**config.mk**
```make
export PLATFORM = sky130hd
export DESIGN_NAME = mem_stage
export DESIGN_NICKNAME = d
export VERILOG_FILES = /design/src/rtl/mem_stage.sv
export SDC_FILE = /design/constraint.sdc
export NUM_CORES = 1
export LEC_CHECK = 0
export CAP_MARGIN = 20
export CORE_AREA = 2 2 123 125
export CTS_CLUSTER_SIZE = 40
export DETAILED_ROUTE_END_ITERATION = 10
export DIE_AREA = 0 0 125 127
export DONT_BUFFER_PORTS = 1
export HOLD_SLACK_MARGIN = 0.1
export PLACE_DENSITY = 0.65
export SYNTH_ARGS = -nofsm -noshare
export SYNTH_HDL_FRONTEND = slang
export SYNTH_SLANG_ARGS = --single-unit
```
**constraint.sdc**
```tcl
create_clock -name clk -period 4.3 [get_ports clk]
set_clock_uncertainty 0.15 [all_clocks]
set_input_delay 0.43 -clock clk [delete_from_list [all_inputs] [get_ports clk]]
set_output_delay 0.43 -clock clk [all_outputs]
set_load 0.05 [all_outputs]
```
**src/rtl/mem_stage.sv**
```systemverilog
// Memory pipeline stage: drives a req/ack data-memory access for loads and stores,
// stalls the EX/MEM latch while the access is in flight, and produces MEM/WB values.
module mem_stage #(
  parameter int unsigned DBITS               = 32,
  parameter int unsigned REG_INDEX_BIT_WIDTH = 4,
  parameter int unsigned TIMEOUT_CYCLES      = 16
) (
  input  logic                           clk,
  input  logic                           reset,
  input  logic [3:0]                     EX_func,
  input  logic [3:0]                     EX_op,
  input  logic [DBITS-1:0]               EX_regData2,
  input  logic [DBITS-1:0]               EX_intermediateResult,
  input  logic [REG_INDEX_BIT_WIDTH-1:0] EX_rs2,
  input  logic [REG_INDEX_BIT_WIDTH-1:0] EX_rd,
  input  logic                           EX_ME_mux_sel,
  input  logic                           EX_wrReg,
  input  logic                           EX_wrMem,
  input  logic                           wb_wrReg,
  input  logic [REG_INDEX_BIT_WIDTH-1:0] wb_rd,
  input  logic [DBITS-1:0]               wb_data,
  output logic                           mem_req,
  output logic                           mem_we,
  output logic [DBITS-3:0]               mem_addr,
  output logic [DBITS-1:0]               mem_wdata,
  input  logic [DBITS-1:0]               mem_rdata,
  input  logic                           mem_ack,
  output logic                           stall,
  output logic [3:0]                     ME_op,
  output logic [REG_INDEX_BIT_WIDTH-1:0] ME_rd,
  output logic [DBITS-1:0]               ME_result,
  output logic                           ME_wrReg,
  output logic                           mem_misalign,
  output logic                           mem_timeout
);

  localparam int unsigned CBITS = (TIMEOUT_CYCLES > 2) ? $clog2(TIMEOUT_CYCLES) : 1;
  localparam logic [CBITS-1:0] LAST = CBITS'(TIMEOUT_CYCLES - 1);

  typedef enum logic [1:0] {IDLE, ACCESS, DONE} state_t;

  state_t           state;
  logic [CBITS-1:0] count;
  logic             tflag;
  logic [DBITS-1:0] rdata_q;
  logic             memop;
  logic             misaligned;
  logic [DBITS-1:0] fwd;
  logic             unused_func;

  assign unused_func = ^EX_func;
  assign memop       = EX_wrMem | EX_ME_mux_sel;
  assign misaligned  = |EX_intermediateResult[1:0];
  assign fwd         = (wb_wrReg && (wb_rd == EX_rs2)) ? wb_data : EX_regData2;
  assign mem_req     = (state == ACCESS);

  // Gated by reset so every output reads 0 while reset is held.
  always_comb begin
    stall = 1'b0;
    if (reset) begin
      case (state)
        IDLE:    stall = memop & ~misaligned;
        ACCESS:  stall = 1'b1;
        default: stall = 1'b0;
      endcase
    end
  end

  always_ff @(posedge clk or negedge reset) begin
    if (!reset) begin
      state        <= IDLE;
      count        <= '0;
      tflag        <= 1'b0;
      rdata_q      <= '0;
      mem_we       <= 1'b0;
      mem_addr     <= '0;
      mem_wdata    <= '0;
      ME_op        <= '0;
      ME_rd        <= '0;
      ME_result    <= '0;
      ME_wrReg     <= 1'b0;
      mem_misalign <= 1'b0;
      mem_timeout  <= 1'b0;
    end else begin
      mem_misalign <= 1'b0;
      mem_timeout  <= 1'b0;
      case (state)
        IDLE: begin
          // Misaligned memory ops flow through like ALU ops but never write back.
          if (!memop || misaligned) begin
            ME_op        <= EX_op;
            ME_rd        <= EX_rd;
            ME_result    <= EX_intermediateResult;
            ME_wrReg     <= EX_wrReg & ~memop;
            mem_misalign <= memop;
          end else begin
            ME_wrReg  <= 1'b0;
            mem_addr  <= EX_intermediateResult[DBITS-1:2];
            mem_we    <= EX_wrMem;
            mem_wdata <= fwd;
            count     <= '0;
            tflag     <= 1'b0;
            state     <= ACCESS;
          end
        end
        ACCESS: begin
          ME_wrReg <= 1'b0;
          if (mem_ack) begin
            rdata_q <= mem_rdata;
            state   <= DONE;
          end else if (count == LAST) begin
            tflag <= 1'b1;
            state <= DONE;
          end else begin
            count <= count + 1'b1;
          end
        end
        DONE: begin
          ME_op       <= EX_op;
          ME_rd       <= EX_rd;
          ME_wrReg    <= EX_ME_mux_sel & ~EX_wrMem & ~tflag;
          ME_result   <= tflag ? '0 : rdata_q;
          mem_timeout <= tflag;
          state       <= IDLE;
        end
        default: state <= IDLE;
      endcase
    end
  end

endmodule

```
==> flow_metrics.py <==
metrics = {
    "timing": {
        "final-setup-viol-count": 0,
        "worst_pin_slew_ns": 0.925,
        "setup_tns_ns": 0,
        "period_minus_slack_ns": 3.41,
        "fmax_ghz": 0.293,
        "finalHoldViolations": 0,
        "finalCritPeriodShare_pct": 79.3,
        "slew-limit-headroom_pct": 38.2,
        "slew_violations": 0,
        "rsz0062_at_grt": "false",
        "worst_hold_slack_ns": 0.124,
    },
    "grt": {
        "grt_overflow": 0,
        "grt_pass1_vias": 5859,
        "grtUsageTotal_pct": 25.3,
        "grt_max_degree": 146,
        "antenna_found_initial": 0,
        "grt_first_pass_wirelength_mm": 31.6,
    },
    "floorplan": {
        "pin_count": 263,
        "fp-row-count": 44,
        "die_w_um": 125,
        "core_um2": 14400,
        "start_util_pct": 44.8,
        "fp.dieH_um": 127,
        "die_area_um2": 15900,
    },
    "critical_path": {
        "slowest_stage": "ha_1",
        "cp-start-kind": "flop",
        "reg2reg_depth": 7,
        "endpoint_kind": "flop",
        "cp_max_fo": 20,
        "crit_chain": "inv_1 -> ha_1 -> nor2b_2 -> buf_4 -> a31oi_1 -> o31ai_1 -> dlygate4sd3_1",
        "required_ns": 4.51,
        "cp.depth": 7,
        "critical_path_buf_inv_count": 3,
        "critPathMaxStageDelay_ns": 0.68,
        "crit_arrival_ns": 3.62,
        "critPathKind": "flop to flop",
        "cp_top_family": "buffers and inverters",
    },
    "min_path": {
        "hold_path_depth": 2,
        "hp-class": "input pin to flop",
    },
    "power_and_ir_drop": {
        "intPower_mw": 3.90,
        "vdd_drop_max_mv": 0.489,
        "p_comb_share_pct": 24.8,
        "power_frac_clock_pct": 20.8,
        "switching_share_pct": 49.7,
        "p_switching_mw": 3.85,
        "pwr_density_cell_nw_per_um2": 893,
        "p_leak_nw": 3.70,
        "power_frac_seq_pct": 54.4,
    },
    "detailed_routing": {
        "firstDrtPassIters": 5,
        "drc": 0,
        "wl_per_cell_um": 20.7,
        "drt_iter0_drc": 397,
        "vias_per_cell": 5.83,
        "vias": 5599,
        "wl_mm": 19.8,
        "ant_nets": 0,
    },
    "layout": {
        "fin_nets": 924,
        "final_util_pct": 60.1,
        "drive_gt1_share_pct": 11.6,
        "mostFrequentLayoutCells": "dfrtp_1, dlygate4sd3_1, nand2_1",
        "mostFrequentLayoutCell": "dfrtp_1",
        "fin_cells": 960,
        "syn2layout_area_growth_pct": 34.1,
        "diodes": 0,
    },
    "synthesis": {
        "synth_edf_count": 0,
        "synthFlopType": "dfrtp_1",
        "yosys.area_share.simple_pct": 14.5,
        "synthArstFlopShare_pct": 100,
        "synth_area_per_cell_um2": 10.1,
        "synth_area_leaders": "dfrtp_1, a21oi_1, mux2_2",
        "synthAdderAreaFrac_pct": 1.16,
        "synth_nets": 801,
        "yosysTopAreaCell": "dfrtp_1",
        "synth-seq-cells": 145,
        "ys_seq_area_share_pct": 56.1,
        "synth_compound_area_share_pct": 16.7,
        "synth_top_family_by_area": "compound AO/OA/AOI/OAI gates",
        "ys_warn_count": 0,
        "synthMuxAreaShare_pct": 7.14,
        "synth_area_um2": 6460,
        "synth_cells": 640,
        "synth.top_cell.area_share_pct": 56.1,
        "synthXorXnorAreaFrac_pct": 0.658,
        "ys_types": 42,
    },
    "clock_tree": {
        "clkLatencyLatePin_ns": 0.42,
        "cts_buffers": 17,
        "cts_max_path_buffers": 2,
        "cts_tree": "yes",
        "post_cts_buffers": 0,
        "cts.reportedPaths.clkPinSlew_ns": 0.06,
        "cts_num_sinks": 145,
        "cts_root_buf": "clkbuf_16",
        "htreeDepth": 4,
    },
    "place": {
        "place_inst": 789,
        "port_buffers": 0,
        "dp_hpwl_mm": 11.5,
        "finalWeightedCongestion": 0.826,
    },
    "run": {
        "maxCapViolCount": 0,
    },
    "status": {
        "outcome": "finished clean",
    },
}
## worst paths after layout
kind,startpoint,endpoint,slack (ns)
min,wb_wrReg,mem_wdata[4],0.12
max reg2reg,state[0],ME_wrReg,0.89
max,state[0],ME_wrReg,0.89
min in group asynchronous,reset,mem_addr[24],0.49
min reg2reg,rdata_q[28],rdata_q[28],0.35
max in group asynchronous,reset,mem_wdata[20],2.93
## flip-flops by register name, indices dropped and copies added, names as in the netlist
signal and count:
ME_result 32, mem_wdata 32, rdata_q 32, mem_addr 30
ME_op 4, ME_rd 4, count 4, state 2
ME_wrReg 1, mem_misalign 1, mem_timeout 1, mem_we 1
tflag 1
## kinds of logic (layout without fill, tap and decap cells)
logic type	after synthesis	in the layout
buf+inv	49	185
compound gates	182	182
flops	145	145
xor+xnor	4	4
fa+ha+maj	6	6
mux	41	41
simple gates	213	213
## area by class of cell
type	instances	area, um2
clock buffers	18	439
clock inverters	14	201
fillers	1130	5760
inverters	3	11.3
multi-input cells	446	2600
flip-flops and latches	145	3630
well taps	184	230
repair buffers	150	1560
## power by group through the flow
stage	Clock [mW]	Sequential, mW	Combinational (mW)
floorplan	0	4.06	1.30
global placement	0	4.21	1.50
detailed placement	0	4.23	1.59
CTS	1.63	4.21	1.87
global route	1.70	4.28	2.14
finish	1.61	4.21	1.92
## cell usage after synthesis, types with 2 or more instances
| master | count |
|---|---|
| a21boi_0 | 2 |
| a21oi_1 | 96 |
| a31oi_1 | 5 |
| a41oi_1 | 32 |
| buf_2 | 18 |
| buf_4 | 6 |
| clkbuf_1 | 19 |
| dfrtp_1 | 145 |
| ha_1 | 6 |
| inv_1 | 3 |
| mux2_1 | 3 |
| mux2_2 | 38 |
| nand2_1 | 98 |
| nor2_1 | 69 |
| nor2b_1 | 33 |
| nor3b_1 | 2 |
| o21ai_0 | 36 |
| o31ai_1 | 3 |
| xnor2_1 | 3 |
## stage by stage
stage | setup WS (ns) | cell area [um2] | total power [mW]
finish | 0.892 | 8670 | 7.74
global route | 0.625 | 8670 | 8.12
CTS | 0.820 | 8630 | 7.71
floorplan | 1.30 | 6460 | 5.36
detailed placement | 1.35 | 6600 | 5.82
global placement | 1.41 | 6570 | 5.71
## routing by layer
metal / part of all wire (%) / vias up / track usage (%)
met5: 0 / - / 0
met4: 2.2 / 0 / 8.95
met3: 8.0 / 44 / 7.62
met2: 51 / 307 / 42.6
met1: 39 / 2773 / 31.2
li1: - / 2475 / -
## repair_timing
item	4_1_cts	5_1_grt
hold buffers	137	0
endpoints found under the hold margin	252	0
gates resized for setup	0	0
Note: power is estimated with default switching activity, not from simulation.
